$ cat src/rtl/rv_pkg.sv
// Shared types for the load/store unit: FSM states, byte-mask constants, bus request fields.
// Pure declarations, no logic.
package rv_pkg;

    typedef enum logic [1:0] {
        IDLE = 2'd0,
        REQ  = 2'd1,
        WAIT = 2'd2,
        DONE = 2'd3
    } lsu_st_e;

    localparam logic [3:0] BE_B = 4'h1;
    localparam logic [3:0] BE_H = 4'h3;
    localparam logic [3:0] BE_W = 4'hF;

    typedef struct packed {
        logic        we;
        logic [3:0]  be;
        logic [31:0] addr;
        logic [31:0] wdata;
    } dmem_req_t;

    // Byte lanes touched by a lane-0 mask placed at offset off; bits [7:4] are overflow.
    function automatic logic [7:0] lane_span(input logic [3:0] mask, input logic [1:0] off);
        return {4'b0000, mask} << off;
    endfunction

endpackage

$ cat src/rtl/u_lsu_if.sv
// Single-outstanding req/gnt/rvalid data-memory bus.
// master = load/store unit, slave = memory.
interface u_lsu_if;
    logic        dmem_req;
    logic        dmem_we;
    logic [3:0]  dmem_be;
    logic [31:0] dmem_addr;
    logic [31:0] dmem_wdata;
    logic        dmem_gnt;
    logic        dmem_rvalid;
    logic [31:0] dmem_rdata;

    modport master (
        output dmem_req, dmem_we, dmem_be, dmem_addr, dmem_wdata,
        input  dmem_gnt, dmem_rvalid, dmem_rdata
    );

    modport slave (
        input  dmem_req, dmem_we, dmem_be, dmem_addr, dmem_wdata,
        output dmem_gnt, dmem_rvalid, dmem_rdata
    );
endinterface

$ cat src/rtl/u_lsu_align.sv
// Byte-lane steering: store shift, byte enables, load extract/zero-fill, misalign flag.
// Latency: combinational. Backpressure: none (no state).
// Overflowing lanes fall off the top of be/wdata and out of the bottom of rd.
module u_lsu_align
    import rv_pkg::*;
(
    input  logic [1:0]  off,
    input  logic [3:0]  mask,
    input  logic [31:0] wd,
    input  logic [31:0] rdata,
    output logic [3:0]  be,
    output logic [31:0] wdata,
    output logic [31:0] rd,
    output logic        misalign
);

    logic [7:0]  span;
    logic [31:0] keep;

    always_comb begin
        span     = lane_span(mask, off);
        be       = span[3:0];
        misalign = |span[7:4];
        wdata    = wd << {off, 3'b000};
        keep     = {{8{mask[3]}}, {8{mask[2]}}, {8{mask[1]}}, {8{mask[0]}}};
        rd       = (rdata >> {off, 3'b000}) & keep;
    end

endmodule

$ cat src/rtl/u_lsu.sv
// Load/store unit: runs one execute-stage memory request on the req/gnt/rvalid bus, returns a vld pulse.
// Latency: 4 cycles minimum (IDLE, REQ, WAIT, DONE); each gnt/rvalid wait cycle adds one; TMO_CYC bounds the bus phase.
// Backpressure: lsu_busy holds execute while a request is pending; LSU_MISALIGN_EXC_EN enables the misaligned-access error.
module u_lsu
    import rv_pkg::*;
#(
    parameter int unsigned TMO_CYC = 255
) (
    input  logic        clk,
    input  logic        rst,
    input  logic [31:0] lsu_a,
    input  logic [3:0]  lsu_we,
    input  logic [31:0] lsu_wd,
    input  logic [3:0]  lsu_re,
    output logic        lsu_busy,
    output logic        lsu_vld,
    output logic [31:0] lsu_rd,
    output logic        lsu_err,
    u_lsu_if.master     dmem
);

    localparam logic [15:0] TMO_LAST = 16'(TMO_CYC - 1);

    lsu_st_e     st_q, st_d;
    dmem_req_t   bus_q;
    logic [1:0]  off_q;
    logic [3:0]  mask_q;
    logic [15:0] cnt_q;
    logic        req_q, vld_q, err_q;
    logic [31:0] rd_q;

    logic        req_present, is_store, tmo_hit, mis_err, cap;
    logic [3:0]  mask_in;
    logic        vld_d, err_d;
    logic [31:0] rd_d;

    logic [1:0]  al_off;
    logic [3:0]  al_mask, al_be;
    logic [31:0] al_wdata, al_rd;
    logic        al_misalign;

    assign req_present = (|lsu_we) | (|lsu_re);
    assign is_store    = |lsu_we;
    assign mask_in     = is_store ? lsu_we : lsu_re;
    assign tmo_hit     = (cnt_q == TMO_LAST);

    // One aligner serves both phases: live inputs while idle, captured request afterwards.
    assign al_off  = (st_q == IDLE) ? lsu_a[1:0] : off_q;
    assign al_mask = (st_q == IDLE) ? mask_in    : mask_q;

    u_lsu_align u_align (
        .off      (al_off),
        .mask     (al_mask),
        .wd       (lsu_wd),
        .rdata    (dmem.dmem_rdata),
        .be       (al_be),
        .wdata    (al_wdata),
        .rd       (al_rd),
        .misalign (al_misalign)
    );

`ifdef LSU_MISALIGN_EXC_EN
    assign mis_err = al_misalign;
`else
    logic unused_misalign;
    assign unused_misalign = al_misalign;
    assign mis_err         = 1'b0;
`endif

    always_comb begin
        st_d  = st_q;
        cap   = 1'b0;
        vld_d = 1'b0;
        err_d = 1'b0;
        rd_d  = '0;
        unique case (st_q)
            IDLE: begin
                if (req_present) begin
                    cap = 1'b1;
                    if (mis_err) begin
                        st_d  = DONE;
                        vld_d = 1'b1;
                        err_d = 1'b1;
                    end else begin
                        st_d = REQ;
                    end
                end
            end
            REQ: begin
                if (tmo_hit) begin
                    st_d  = DONE;
                    vld_d = 1'b1;
                    err_d = 1'b1;
                end else if (dmem.dmem_gnt) begin
                    st_d = WAIT;
                end
            end
            WAIT: begin
                if (tmo_hit) begin
                    st_d  = DONE;
                    vld_d = 1'b1;
                    err_d = 1'b1;
                end else if (dmem.dmem_rvalid) begin
                    st_d  = DONE;
                    vld_d = 1'b1;
                    rd_d  = bus_q.we ? 32'h0 : al_rd;
                end
            end
            DONE: st_d = IDLE;
            default: st_d = IDLE;
        endcase
    end

    always_ff @(posedge clk or posedge rst) begin
        if (rst) begin
            st_q   <= IDLE;
            bus_q  <= '0;
            off_q  <= '0;
            mask_q <= '0;
            cnt_q  <= '0;
            req_q  <= 1'b0;
            vld_q  <= 1'b0;
            err_q  <= 1'b0;
            rd_q   <= '0;
        end else begin
            st_q  <= st_d;
            req_q <= (st_d == REQ);
            vld_q <= vld_d;
            err_q <= err_d;
            rd_q  <= rd_d;
            if (cap) begin
                off_q       <= lsu_a[1:0];
                mask_q      <= mask_in;
                bus_q.we    <= is_store;
                bus_q.be    <= al_be;
                bus_q.addr  <= {lsu_a[31:2], 2'b00};
                bus_q.wdata <= al_wdata;
            end
            if (st_q == IDLE && st_d == REQ) begin
                cnt_q <= '0;
            end else if (st_q == REQ || st_q == WAIT) begin
                cnt_q <= cnt_q + 16'd1;
            end
        end
    end

    assign lsu_busy = (st_q == IDLE && req_present) || st_q == REQ || st_q == WAIT;
    assign lsu_vld  = vld_q;
    assign lsu_err  = err_q;
    assign lsu_rd   = rd_q;

    assign dmem.dmem_req   = req_q;
    assign dmem.dmem_we    = bus_q.we;
    assign dmem.dmem_be    = bus_q.be;
    assign dmem.dmem_addr  = bus_q.addr;
    assign dmem.dmem_wdata = bus_q.wdata;

endmodule

$ cat src/flat_wrapper.sv
// flat-port wrapper written by rule: the top's interface ports become plain ports
module u_lsu_flat import rv_pkg::*;
#(
    parameter int unsigned TMO_CYC = 255
)
  (clk, rst, lsu_a, lsu_we, lsu_wd, lsu_re, lsu_busy, lsu_vld, lsu_rd, lsu_err, dmem_dmem_req, dmem_dmem_we, dmem_dmem_be, dmem_dmem_addr, dmem_dmem_wdata, dmem_dmem_gnt, dmem_dmem_rvalid, dmem_dmem_rdata);
  u_lsu_if dmem_i ();
  input  logic clk;
  input  logic rst;
  input  logic [31:0] lsu_a;
  input  logic [3:0] lsu_we;
  input  logic [31:0] lsu_wd;
  input  logic [3:0] lsu_re;
  output logic lsu_busy;
  output logic lsu_vld;
  output logic [31:0] lsu_rd;
  output logic lsu_err;
  output wire logic [$bits(dmem_i.dmem_req)-1:0] dmem_dmem_req;
  output wire logic [$bits(dmem_i.dmem_we)-1:0] dmem_dmem_we;
  output wire logic [$bits(dmem_i.dmem_be)-1:0] dmem_dmem_be;
  output wire logic [$bits(dmem_i.dmem_addr)-1:0] dmem_dmem_addr;
  output wire logic [$bits(dmem_i.dmem_wdata)-1:0] dmem_dmem_wdata;
  input wire logic [$bits(dmem_i.dmem_gnt)-1:0] dmem_dmem_gnt;
  input wire logic [$bits(dmem_i.dmem_rvalid)-1:0] dmem_dmem_rvalid;
  input wire logic [$bits(dmem_i.dmem_rdata)-1:0] dmem_dmem_rdata;
  assign dmem_dmem_req = dmem_i.dmem_req;
  assign dmem_dmem_we = dmem_i.dmem_we;
  assign dmem_dmem_be = dmem_i.dmem_be;
  assign dmem_dmem_addr = dmem_i.dmem_addr;
  assign dmem_dmem_wdata = dmem_i.dmem_wdata;
  assign dmem_i.dmem_gnt = dmem_dmem_gnt;
  assign dmem_i.dmem_rvalid = dmem_dmem_rvalid;
  assign dmem_i.dmem_rdata = dmem_dmem_rdata;
  u_lsu #(.TMO_CYC(TMO_CYC)) u_core (.clk(clk), .rst(rst), .lsu_a(lsu_a), .lsu_we(lsu_we), .lsu_wd(lsu_wd), .lsu_re(lsu_re), .lsu_busy(lsu_busy), .lsu_vld(lsu_vld), .lsu_rd(lsu_rd), .lsu_err(lsu_err), .dmem(dmem_i));
endmodule
$ cat config.mk
export PLATFORM = sky130hd
export DESIGN_NAME = u_lsu_flat
export DESIGN_NICKNAME = d
export VERILOG_FILES = /design/src/rtl/rv_pkg.sv /design/src/rtl/u_lsu_if.sv /design/src/rtl/u_lsu_align.sv /design/src/rtl/u_lsu.sv /design/src/flat_wrapper.sv
export SDC_FILE = /design/constraint.sdc
export NUM_CORES = 1
export LEC_CHECK = 0
export CAP_MARGIN = 20
export CORE_MARGIN = 4
export CORE_UTILIZATION = 45
export CTS_CLUSTER_DIAMETER = 120
export CTS_CLUSTER_SIZE = 8
export DETAILED_ROUTE_END_ITERATION = 10
export PLACE_DENSITY_LB_ADDON = 0.3
export SYNTH_ARGS = -nofsm -noshare
export SYNTH_HDL_FRONTEND = slang
export SYNTH_HIERARCHICAL = 1
export SYNTH_SLANG_ARGS = --single-unit
$ cat constraint.sdc
create_clock -name clk -period 5.3 [get_ports clk]
set_clock_uncertainty 0.2 [all_clocks]
set_input_delay 1.06 -clock clk [delete_from_list [all_inputs] [get_ports clk]]
set_output_delay 1.06 -clock clk [all_outputs]
set_load 0.005 [all_outputs]
==> flow_summary.ini, run 1 <==
[clock_network]
post-cts-setup-buffer-count = 0
cts_buffers = 17
cts_tree = built
h-tree-depth = 4
numClockSinks = 126
path_clk_slew_ns = 0.05
cts_resized = 0
root_buffer = clkbuf_16
cts_buffer_depth = 2
ctsHoldBuffers = 0
clkLatencyLatePin_ns = 0.41

[flow_run]
drv_cap = 0

[power_and_ir_drop]
irDropWorstVdd_uv = 349.4
switching_share = 0.3304
powerDensity_nw_per_um2 = 568.0
p_int_mw = 3.474
p_switching_mw = 1.715
pwr-share-comb = 0.497
p_seq_frac = 0.275
power_leakage_nw = 4.060
clock_power_share = 0.228

[worst_setup_path]
cp_top_family = buffers and inverters
cp_cell_sequence = clkdlybuf4s50_1 > nor4_4 > a21o_4 > nand2_1 > clkdlybuf4s50_1
path_class = in2out
required_ns = 4.04
path_common_cell = clkdlybuf4s50_1
startpoint_type = primary input
max_stage_delay_ns = 0.49
critPathCaptureType = primary output
r2r_slack_ns = 2.01
crit_slowest_cell = nor4_4
critPathMaxFanout = 14
worstPathArrival_ns = 2.88
worst-path-buf-inv = 2

[drt]
wl_met2_mm = 7.965
wl_per_cell_um = 17.31
drt-pass1-iter-count = 4
viasPerCell = 5.173
highest_layer = met4
met1Wirelength_mm = 6.552
postRouteWirelength_mm = 16.18
drcViolationCount = 0
dr.first_iter.drc_count = 290
postRouteAntennaNets = 0
wl_met3_mm = 1.334
vias = 4837

[finish]
fillerInstances = 1106
final_util = 0.6506
area_delta_synth_final_pct = 40.50
layout-drive-gt1-share = 0.1470
layoutNonFillerInstCount = 935
n_antenna_cell = 0
fin_nets = 856

[die]
placementRows = 43
dieArea_um2 = 16440
io_pins = 213
coreArea_um2 = 14040
initial_core_util = 0.4631
die_y_um = 128.2
die_w_um = 128.2

[run_status]
outcome = finished, final reports clean

[logic_synthesis]
synth_cells = 543
ys_warn_count = 6
syn_area_um2 = 6502
syn_area_per_cell_um2 = 11.98

[min_path]
hp-class = reg2reg

[global_route]
grt_pass1_wl_mm = 25.56
grt_max_degree = 74
track_usage = 0.1960
antenna_found_initial = 0
grt_pass1_vias = 5182
overflow = 0

[placed_design]
portBuffers = 210
routabilityCongestion = 0.8423
placed_cells = 904
post-dp-hpwl_mm = 11.51

[timing]
setup_viol = 0
max_slew_margin = 0.3137
worstMarginPinSlew_ns = 1.029
hold_viol = 0
maxSlewViolCount = 0
fin_setup_tns_ns = 0
rsz0062_at_grt = no
fmax_ghz = 0.2417
period_needed_ns = 4.138
min_period_over_period = 0.7807
metal layers:
layer	GRT usage	up-vias
met5	0	-
met4	0.08177	0
met3	0.06292	24
met2	0.3261	192
met1	0.2341	2340
li1	-	2281
through the flow:
step | setup slack [ns] | power (mW) | instance area, µm² | hold WS (ns)
floorplan | 0.6841 | 3.333 | 6506 | 0.2484
global placement | 1.188 | 3.951 | 8522 | 0.2655
detailed placement | 1.141 | 4.019 | 8522 | 0.2822
CTS | 1.148 | 5.242 | 9136 | 0.2978
global route | 1.039 | 5.500 | 9136 | 0.3192
finish | 1.162 | 5.189 | 9136 | 0.2896
power groups by stage:
stage / logic, mW / registers [mW] / clock network [mW]
2_1_floorplan: 1.90 / 1.43 / 0
3_3_place_gp: 2.52 / 1.43 / 0
3_5_place_dp: 2.58 / 1.43 / 0
4_1_cts: 2.60 / 1.43 / 1.22
5_1_grt: 2.79 / 1.46 / 1.25
6_report: 2.58 / 1.43 / 1.18
worst paths after layout:
| kind | startpoint | endpoint | cells after the start |
|---|---|---|---|
| max | lsu_we[0] | lsu_busy | 5 |
| min | u_core/mask_q[1]$_DFFE_PP0P_ | u_core/mask_q[1]$_DFFE_PP0P_ | 2 |
| max reg2reg | u_core/st_q[0]$_DFF_PP0_ | u_core/dmem.dmem_wdata[18]$_DFFE_PP0P_ | 7 |
| min reg2reg | u_core/mask_q[1]$_DFFE_PP0P_ | u_core/mask_q[1]$_DFFE_PP0P_ | 2 |
| max in group asynchronous | rst | u_core/dmem.dmem_wdata[18]$_DFFE_PP0P_ | 3 |
| min in group asynchronous | rst | u_core/dmem.dmem_addr[15]$_DFFE_PP0P_ | 2 |
worst reg2reg max path, stage by stage, from the launching register on:
cell,delay [ns]
dfrtp_1,0.43
inv_1,0.13
ha_1,0.46
mux2_4,0.93
nor2b_1,0.45
nand2_1,0.19
o21ai_1,0.09
mux2_4,0.29
cell type report:
| cell class | instances | area, µm² | area share |
|---|---|---|---|
| Sequential cell | 126 | 3153 | 0.3451 |
| Inverter | 7 | 28.78 | 0.003150 |
| Clock buffer | 26 | 539.3 | 0.05902 |
| Tap cell | 180 | 225.2 | 0.02465 |
| Multi-Input combinational cell | 376 | 2975 | 0.3257 |
| Clock inverter | 5 | 75.07 | 0.008217 |
| Timing Repair Buffer | 215 | 2140 | 0.2342 |
layout by cell type, fill, tap and decap left out, drive strengths merged, types with 10 or more instances in the layout:
cell type / count
dfrtp: 126
mux2: 70
nand2: 29
clkbuf: 26
a211oi: 11
mux2i: 42
o21ai: 27
and2: 42
nor2b: 19
nor2: 38
xnor2: 10
clkdlybuf4s50: 210
a21oi: 24
and3: 10
state kept, by name, summed over array words and instances, names as in the netlist, 2 cells and up:
| name | cells |
|---|---|
| u_core/dmem.dmem_addr | 30 |
| u_core/cnt_q | 16 |
| u_core/mask_q | 4 |
| u_core/off_q | 2 |
| u_core/dmem.dmem_be | 4 |
| u_core/dmem.dmem_wdata | 32 |
| u_core/lsu_rd | 32 |
| u_core/st_q | 2 |
Note: power is estimated with default switching activity, not from simulation.
==> inputs of run 2 (changes only) <==
--- a/config.mk
+++ b/config.mk
@@ -7,7 +7,7 @@
 export LEC_CHECK = 0
 export CAP_MARGIN = 20
 export CORE_MARGIN = 4
-export CORE_UTILIZATION = 45
+export CORE_UTILIZATION = 42
 export CTS_CLUSTER_DIAMETER = 120
 export CTS_CLUSTER_SIZE = 8
 export DETAILED_ROUTE_END_ITERATION = 10
==> constraint.sdc (replaced) <==
create_clock -name clk -period 3.7 [get_ports clk]
set_clock_uncertainty 0.2 [all_clocks]
set_input_delay 0.74 -clock clk [delete_from_list [all_inputs] [get_ports clk]]
set_output_delay 0.74 -clock clk [all_outputs]
set_load 0.005 [all_outputs]
==> flow_summary.ini, run 2 (same netlist as run 1, synthesis figures left out) <==
[clock_network]
clkLatencyLatePin_ns = 0.41
numClockSinks = 126
cts_buffer_depth = 2
path_clk_slew_ns = 0.06
root_buffer = clkbuf_16
cts_tree = built
cts_resized = 0
ctsHoldBuffers = 0
post-cts-setup-buffer-count = 0
cts_buffers = 17
h-tree-depth = 4

[die]
initial_core_util = 0.4277
dieArea_um2 = 17540
io_pins = 213
coreArea_um2 = 15200
die_y_um = 132.4
placementRows = 45
die_w_um = 132.4

[timing]
rsz0062_at_grt = no
fin_setup_tns_ns = 0
max_slew_margin = 0.3863
setup_viol = 0
maxSlewViolCount = 0
fmax_ghz = 0.3058
min_period_over_period = 0.8839
worstMarginPinSlew_ns = 0.9176
period_needed_ns = 3.270
layout_setup_ws_ns = 0.4298
hold_viol = 0

[placed_design]
routabilityCongestion = 0.8583
portBuffers = 210
post-dp-hpwl_mm = 11.73
pre_cts_ws_ns = 0.4195
dpl_cell_area_um2 = 8603

[finish]
n_antenna_cell = 0
area_delta_synth_final_pct = 41.50
fin_nets = 862
final_area_um2 = 9201
fillerInstances = 1247
mostFrequentLayoutCells = clkdlybuf4s50_1, dfrtp_1, mux2_4, and2_1, mux2i_1
seq_area_um2 = 3153
mostFrequentLayoutCell = clkdlybuf4s50_1
multi_input_area_um2 = 2975
layout-drive-gt1-share = 0.1562

[global_route]
grt_pass1_wl_mm = 27.01
overflow = 0
track_usage = 0.1919
grt_pass1_vias = 5173
grt_max_degree = 127
antenna_found_initial = 0

[drt]
dr.first_iter.drc_count = 315
met1Wirelength_mm = 6.994
wl_met3_mm = 1.260
postRouteAntennaNets = 0
highest_layer = met4
wl_per_cell_um = 17.64
viasPerCell = 5.175
vias = 4916
drt-pass1-iter-count = 5
postRouteWirelength_mm = 16.76
drcViolationCount = 0
wl_met2_mm = 8.174

[power_and_ir_drop]
clock_power_share = 0.223
irDropWorstVdd_uv = 624.9
pwr-share-comb = 0.504
p_switching_mw = 2.571
p_seq_frac = 0.273
power_leakage_nw = 4.067
switching_share = 0.3434
powerDensity_nw_per_um2 = 813.5
p_int_mw = 4.915

[min_path]
hp-start = u_core/mask_q[2]$_DFFE_PP0P_
hold_depth = 2
hold_end = u_core/mask_q[2]$_DFFE_PP0P_
hp-class = reg2reg

[worst_setup_path]
worstPathArrival_ns = 2.33
path_class = in2out
critPathMaxFanout = 4
reg2reg_to = u_core/lsu_rd[4]$_DFF_PP0_
startpoint_type = primary input
critPathCaptureType = primary output
required_ns = 2.76
r2r_slack_ns = 0.74
ff2ff_path_depth = 8
rr_startpoint = u_core/st_q[0]$_DFF_PP0_

[run_status]
outcome = finished, final reports clean

[flow_run]
drv_cap = 0
run 2: worst max path at each step:
stage,from,cells after the start,end
4_1_cts,lsu_re[0],5,lsu_busy
3_3_place_gp,lsu_re[0],5,lsu_busy
5_1_grt,u_core/st_q[0]$_DFF_PP0_,6,lsu_busy
3_5_place_dp,lsu_re[0],5,lsu_busy
6_report,lsu_re[0],5,lsu_busy
2_1_floorplan,lsu_we[0],5,lsu_busy
run 2: routing by layer:
metal,global-route usage,vias to the layer above
li1,-,2303
met4,0.06755,0
met1,0.2311,2401
met3,0.06768,22
met2,0.3202,190
met5,0,-
run 2: final cells by class:
class / count / area share
multi-input cells: 376 / 0.3234
clock buffers: 18 / 0.04773
well taps: 188 / 0.02556
clock inverters: 14 / 0.01727
inverters: 7 / 0.003264
repair buffers: 221 / 0.2401
flip-flops and latches: 126 / 0.3427
run 2: critical path, cell delays in order:
cell and delay [ns]:
clkdlybuf4s50_1 0.43, nor4_2 0.46, a21o_4 0.21, nand2_1 0.05, clkdlybuf4s50_1 0.44
run 2: through the flow:
step | cells | hold slack [ns] | power [mW] | utilization
5_1_grt | 950 | 0.3014 | 7.930 | 0.6053
3_3_place_gp | 918 | 0.2655 | 5.725 | 0.5659
2_1_floorplan | 544 | 0.2484 | 4.775 | -
6_report | 950 | 0.2828 | 7.486 | 0.6053
4_1_cts | 950 | 0.2865 | 7.558 | 0.6053
3_5_place_dp | 918 | 0.2730 | 5.830 | 0.5659
run 2: power groups by stage:
| stage | registers, mW | clock network, mW | logic [mW] |
|---|---|---|---|
| floorplan | 2.05 | 0 | 2.72 |
| global placement | 2.04 | 0 | 3.69 |
| detailed placement | 2.06 | 0 | 3.77 |
| CTS | 2.05 | 1.71 | 3.80 |
| global route | 2.09 | 1.78 | 4.05 |
| finish | 2.04 | 1.67 | 3.77 |
